===== src/rtl/io_port_bank.sv =====
// I/O bank behind the MMU I/O window: GPIO, a UART transmitter fed by a TX FIFO, and a
// compare timer with level IRQ that is built only when IO_TIMER_EN is defined.
module io_port_bank #(
  parameter int CLKS_PER_BIT   = 434,
  parameter int FIFO_DEPTH_LOG = 4,
  parameter int GPIO_W         = 16
) (
  input  logic              clk,
  input  logic              reset,
  input  logic [7:0]        io_addr,
  input  logic              io_en,
  input  logic              io_we,
  input  logic [31:0]       io_data_write,
  output logic [31:0]       io_data_read,
  input  logic [GPIO_W-1:0] gpio_in,
  output logic [GPIO_W-1:0] gpio_out,
  output logic              uart_tx,
  output logic              irq
);
  localparam int DEPTH  = 1 << FIFO_DEPTH_LOG;
  localparam int FDL    = FIFO_DEPTH_LOG;
  localparam int BAUD_W = (CLKS_PER_BIT > 1) ? $clog2(CLKS_PER_BIT) : 1;

  localparam logic [5:0] A_GPIO_OUT  = 6'h00;
  localparam logic [5:0] A_GPIO_IN   = 6'h01;
  localparam logic [5:0] A_UART_DATA = 6'h02;
  localparam logic [5:0] A_UART_STAT = 6'h03;
`ifdef IO_TIMER_EN
  localparam logic [5:0] A_TMR_COUNT = 6'h04;
  localparam logic [5:0] A_TMR_CMP   = 6'h05;
  localparam logic [5:0] A_TMR_CTRL  = 6'h06;
`endif

  typedef enum logic [1:0] {S_IDLE, S_START, S_DATA, S_STOP} uart_state_e;

  // io_en is a one-cycle valid with no back-pressure: reads answer in the same cycle,
  // writes commit at the closing edge.
  logic [5:0] word;
  logic       wr_en;
  logic       unused_bits;
  assign word        = io_addr[7:2];
  assign wr_en       = io_en && io_we;
  assign unused_bits = &{1'b0, io_addr[1:0], io_data_write};

  logic [GPIO_W-1:0] gpio_out_q, gpio_out_d, sync1_q, sync2_q;

  always_comb begin
    gpio_out_d = gpio_out_q;
    if (wr_en && word == A_GPIO_OUT) gpio_out_d = io_data_write[GPIO_W-1:0];
  end

  always_ff @(posedge clk) begin
    if (reset) begin
      gpio_out_q <= '0;
      sync1_q    <= '0;
      sync2_q    <= '0;
    end else begin
      gpio_out_q <= gpio_out_d;
      sync1_q    <= gpio_in;
      sync2_q    <= sync1_q;
    end
  end
  assign gpio_out = gpio_out_q;

  logic [FDL:0] wr_ptr_q, wr_ptr_d, rd_ptr_q, rd_ptr_d, fifo_count;
  logic [7:0]   fifo_mem [DEPTH];
  logic         fifo_full, fifo_empty, push_req, push_ok, pop;
  logic         ovf_q, ovf_d;

  assign fifo_full  = (wr_ptr_q[FDL] != rd_ptr_q[FDL]) &&
                      (wr_ptr_q[FDL-1:0] == rd_ptr_q[FDL-1:0]);
  assign fifo_empty = (wr_ptr_q == rd_ptr_q);
  assign fifo_count = wr_ptr_q - rd_ptr_q;
  assign push_req   = wr_en && word == A_UART_DATA;
  // A pop in the same cycle frees a slot, so a push into a full FIFO still lands.
  assign push_ok    = push_req && (!fifo_full || pop);

  always_comb begin
    wr_ptr_d = wr_ptr_q;
    rd_ptr_d = rd_ptr_q;
    ovf_d    = ovf_q;
    if (push_ok) wr_ptr_d = wr_ptr_q + 1'b1;
    if (pop)     rd_ptr_d = rd_ptr_q + 1'b1;
    if (wr_en && word == A_UART_STAT) ovf_d = 1'b0;
    else if (push_req && !push_ok)    ovf_d = 1'b1;
  end

  always_ff @(posedge clk) begin
    if (reset) begin
      wr_ptr_q <= '0;
      rd_ptr_q <= '0;
      ovf_q    <= 1'b0;
    end else begin
      wr_ptr_q <= wr_ptr_d;
      rd_ptr_q <= rd_ptr_d;
      ovf_q    <= ovf_d;
    end
  end

  always_ff @(posedge clk) begin
    if (push_ok) fifo_mem[wr_ptr_q[FDL-1:0]] <= io_data_write[7:0];
  end

  uart_state_e       state_q, state_d;
  logic [BAUD_W-1:0] baud_q, baud_d;
  logic [2:0]        bit_q, bit_d;
  logic [7:0]        shift_q, shift_d;
  logic              baud_done, tx_busy;

  assign baud_done = (baud_q == BAUD_W'(CLKS_PER_BIT - 1));

  always_ff @(posedge clk) begin
    if (reset) state_q <= S_IDLE;
    else       state_q <= state_d;
  end

  always_comb begin
    state_d = state_q;
    case (state_q)
      S_IDLE:  if (!fifo_empty) state_d = S_START;
      S_START: if (baud_done) state_d = S_DATA;
      S_DATA:  if (baud_done && bit_q == 3'd7) state_d = S_STOP;
      S_STOP:  if (baud_done) state_d = S_IDLE;
      default: state_d = S_IDLE;
    endcase
  end

  always_comb begin
    pop     = (state_q == S_IDLE) && !fifo_empty;
    tx_busy = (state_q != S_IDLE);
    case (state_q)
      S_START: uart_tx = 1'b0;
      S_DATA:  uart_tx = shift_q[0];
      default: uart_tx = 1'b1;
    endcase
  end

  // Baud counter restarts on every state entry and on every data-bit boundary.
  always_comb begin
    baud_d  = (state_q == S_IDLE || baud_done) ? '0 : baud_q + 1'b1;
    bit_d   = bit_q;
    shift_d = shift_q;
    if (state_q == S_START) bit_d = 3'd0;
    else if (state_q == S_DATA && baud_done) bit_d = bit_q + 3'd1;
    if (pop) shift_d = fifo_mem[rd_ptr_q[FDL-1:0]];
    else if (state_q == S_DATA && baud_done) shift_d = {1'b0, shift_q[7:1]};
  end

  always_ff @(posedge clk) begin
    if (reset) begin
      baud_q  <= '0;
      bit_q   <= 3'd0;
      shift_q <= 8'd0;
    end else begin
      baud_q  <= baud_d;
      bit_q   <= bit_d;
      shift_q <= shift_d;
    end
  end

`ifdef IO_TIMER_EN
  logic [31:0] tmr_count_q, tmr_count_d, tmr_cmp_q, tmr_cmp_d;
  logic        tmr_en_q, tmr_en_d, tmr_pend_q, tmr_pend_d;

  // A CPU write to the count wins over the increment; a compare hit wins over a clear.
  always_comb begin
    tmr_count_d = tmr_count_q;
    tmr_cmp_d   = tmr_cmp_q;
    tmr_en_d    = tmr_en_q;
    tmr_pend_d  = tmr_pend_q;
    if (tmr_en_q) tmr_count_d = tmr_count_q + 32'd1;
    if (wr_en && word == A_TMR_COUNT) tmr_count_d = io_data_write;
    if (wr_en && word == A_TMR_CMP)   tmr_cmp_d   = io_data_write;
    if (wr_en && word == A_TMR_CTRL) begin
      tmr_en_d = io_data_write[0];
      if (io_data_write[1]) tmr_pend_d = 1'b0;
    end
    if (tmr_en_q && tmr_count_q == tmr_cmp_q) tmr_pend_d = 1'b1;
  end

  always_ff @(posedge clk) begin
    if (reset) begin
      tmr_count_q <= '0;
      tmr_cmp_q   <= '0;
      tmr_en_q    <= 1'b0;
      tmr_pend_q  <= 1'b0;
    end else begin
      tmr_count_q <= tmr_count_d;
      tmr_cmp_q   <= tmr_cmp_d;
      tmr_en_q    <= tmr_en_d;
      tmr_pend_q  <= tmr_pend_d;
    end
  end
  assign irq = tmr_pend_q;
`else
  assign irq = 1'b0;
`endif

  logic [31:0] rd_val;

  always_comb begin
    rd_val = '0;
    case (word)
      A_GPIO_OUT:  rd_val = 32'(gpio_out_q);
      A_GPIO_IN:   rd_val = 32'(sync2_q);
      A_UART_STAT: rd_val = {16'd0, 8'(fifo_count), 4'd0, ovf_q, tx_busy, fifo_empty, fifo_full};
`ifdef IO_TIMER_EN
      A_TMR_COUNT: rd_val = tmr_count_q;
      A_TMR_CMP:   rd_val = tmr_cmp_q;
      A_TMR_CTRL:  rd_val = {30'd0, tmr_pend_q, tmr_en_q};
`endif
      default:     rd_val = '0;
    endcase
  end

  assign io_data_read = (io_en && !io_we) ? rd_val : 32'd0;

endmodule

===== config.mk =====
export PLATFORM = sky130hd
export DESIGN_NAME = io_port_bank
export DESIGN_NICKNAME = d
export VERILOG_FILES = /design/src/rtl/io_port_bank.sv
export SDC_FILE = /design/constraint.sdc
export NUM_CORES = 1
export LEC_CHECK = 0
export ABC_CLOCK_PERIOD_IN_PS = 2900
export BUFFER_PORTS_ARGS = -buffer_cell sky130_fd_sc_hd__buf_2
export CORE_ASPECT_RATIO = 1.5
export CORE_MARGIN = 5
export CORE_UTILIZATION = 50
export CTS_CLUSTER_DIAMETER = 200
export DETAILED_ROUTE_END_ITERATION = 10
export GPL_TIMING_DRIVEN = 1
export PLACE_DENSITY = 0.7
export SYNTH_ARGS = -nofsm -noshare
export SYNTH_HDL_FRONTEND = slang
export SYNTH_SLANG_ARGS = --single-unit

===== constraint.sdc =====
create_clock -name clk -period 2.9 [get_ports clk]
set_clock_uncertainty 0.2 [all_clocks]
set_input_delay 0.87 -clock clk [delete_from_list [all_inputs] [get_ports clk]]
set_output_delay 0.87 -clock clk [all_outputs]
set_load 0.02 [all_outputs]

==> out/qor.txt <==
Ys Warns: 0
Final GP Congestion: 0.7860
Avg Synthesized Cell Area: 14.23 um2
Pwr Total: 6650 uW
WL/cell: 18.87 um
Static Leak: 0.003941 uW
Global-route wire length before repair: 29030 um
Final period utilization: 118.4%
CTS root buf: clkbuf_16
Vias in the first global route: 5591
WP data arrival: 2.36 ns
Status: finished with violations
Worst-Margin Slew: 0.6739 ns
CP required: 1.83 ns
Tot GR Track Use: 18.00%
Drt drc: 0
IO Pins: 110
Fin. Hold Viols: 0
Drt via density: 5.564
Max Cap Viol: 0
CTS sink cnt: 213
Cell Rows: 59
Nature of the critical path endpoint: output port
Yosys cell types: 46
Area of the die: 0.02030 mm2
DP HPWL: 12560 um
Cells after synthesis: 615
Most frequent CP cell: inv_2
Failing checks: setup timing
Critical path class: flip-flop to output port
Worst path top cell family by delay: simple AND/OR/NAND/NOR gates
Worst path slowest cell: or4_4
Maximum buffer depth of the clock tree: 3
Die height: 172.0 um
Router iterations before antenna repair: 5
Peak supply drop: 686.9 uV
DRT Wirelength: 18340 um
Most frequent cell after synthesis: edfxtp_1
Headroom to the max-slew limit: 54.95%
Post-synth ARST share: 0%
Worst setup SP type: flip-flop
Skew-Pair Late Insertion Delay: 0.49 ns
Final worst-path setup slack: -0.5328 ns
Worst hold margin: 0.2342 ns
Setup WS pre-CTS: -0.1253 ns
Post-synthesis sequential area ratio: 63.39%
Reg area: 0.005554 mm2
Area Growth Syn to Fin: 23.66%
Worst Hold Class: flip-flop to flip-flop
Ant diodes: 0
Area leader, netlist: edfxtp_1
Post-synthesis cell area: 0.008748 mm2
Pin count of the biggest net entering global routing: 49
Pwr/cell area: 614.8 mW/mm2
Antenna violations before repair: 0
Final Net Count: 823
Count of final setup violators: 13
CP Max Fanout: 2
Share of cells above drive strength 1: 33.86%
CTS clk-pin slew, worst paths: 0.06 ns
Post-layout util: 62.62%
Slew Limit Fails: 0
Total core area: 0.01727 mm2
Die extent in x: 118 um
Number of placed instances, taps included: 915
Antenna-violating nets left: 0
GR Overflow Total: 0
CTS Buf Count: 20
Final Non-Filler Cells: 972
Most used DFF post-synth: edfxtp_1
Crit path largest cell delay: 0.49 ns
Crit-path cells: inv_2 > ha_4 > inv_2 > fa_2 > a21oi_2 > nor2_1 > or4_4 > a31oi_4 > buf_6
Multi-input logic area: 0.003182 mm2
Critical path buffers and inverters: 3
Synth area leaders: edfxtp_1, dfxtp_1, mux4_2, mux2i_1, nor2b_1
Most instantiated cells after synthesis: edfxtp_1, dfxtp_1, nor2_1
Fillers: 1254
Hold-fix buffers, CTS: 0
PortBufs: 74
Number of DRC markers in iteration 0: 247
TritonCTS clock tree: built
Crit path time final: 3.433 ns
# H-tree levels: 1
Via count: 5408
Starting Density: 50.64%
Fmax achieved: 291.3 MHz
RSZ-0062 raised after global routing: true
Register bit total from synthesis: 213
Share of the synthesized area in the top cell type: 43.94%
Number of synthesized flops with an enable pin: 128
per-stage QoR:
stage	instance area, um2	setup TNS (ns)
detailed placement	9635	-3.173
global route	10820	-3.168
global placement	9635	-1.821
CTS	10600	-2.114
floorplan	8941	-1.404
finish	10820	-2.336
where the power goes:
group          internal, uW  total, uW  switching (uW)
Sequential             3280       3340            63.4
Clock                  1580       2680            1100
Combinational           294        629             335
Total                  5150       6650            1500
repair_timing:
action | CTS | global route
resized for setup | 46 | 42
setup buffers | 12 | 8
pin swaps | 9 | 16
endpoints found under the setup margin | 16 | 144
cloned | 0 | 1
cell usage in the layout, fill, tap and decap left out, types with 21 or more instances in the layout:
cell type / count
edfxtp_1: 128
dfxtp_1: 78
buf_2: 56
buf_4: 56
nor2b_1: 36
nand2_1: 36
nor2_1: 35
mux4_2: 31
a21oi_1: 25
buf_6: 25
clkbuf_16: 22
mux2i_1: 21
final timing paths:
path,cells after the start,slack (ns),start,to
max reg2reg,13,0.07,rd_ptr_q[2],fifo_mem[10][4]
max,9,-0.53,wr_ptr_q[0],io_data_read[12]
min reg2reg,1,0.23,sync1_q[10],sync2_q[10]
min,1,0.23,sync1_q[10],sync2_q[10]
area by class of cell:
cell class                 instances  area share [%]
inverter                          16          0.5783
clock buffer                      28           5.667
timing repair buffer             141           9.820
clock inverter                     8          0.7171
multi-input combinational        353           29.41
tap                              213           2.464
sequential                       213           51.34
worst register-to-register path: stages, from the launching register on:
cell and delay, ns:
dfxtp_2 0.35, inv_4 0.04, ha_4 0.26, buf_6 0.09, nand4_1 0.15, buf_4 0.18, buf_4 0.12, buf_4 0.15
o31ai_4 0.32, nor2_2 0.11, buf_6 0.14, buf_4 0.13, and3_1 0.19, buf_6 0.15
registers in the layout, summed over array words and instances, names as in the netlist, named ones only:
register  flops
fifo_mem    128
gpio_out     16
sync1_q      16
sync2_q      16
baud_q        9
shift_q       8
rd_ptr_q      5
wr_ptr_q      5
bit_q         3
state_q       2
ovf_q         1
layer usage:
layer / part of all wire [%] / global-route usage, % / vias to the layer above
met2: 54 / 34.43 / 184
met3: 5.5 / 2.585 / 31
met4: 4.1 / 8.034 / 0
met1: 36 / 19.71 / 2680
met5: 0 / 0 / -
li1: - / - / 2513
cells by family after synthesis:
group | Yosys count | share of synthesized area (%)
adder cells (fa/ha/maj) | 18 | 2.660
AND/OR/NAND/NOR | 175 | 10.35
multiplexers | 68 | 13.70
other | 1 | 0.04287
AO/OA/AOI/OAI | 62 | 4.620
flip-flops | 213 | 63.39
XOR/XNOR | 13 | 1.301
buffers and inverters | 65 | 3.933
No activity file was read; power rests on OpenSTA's default activity.
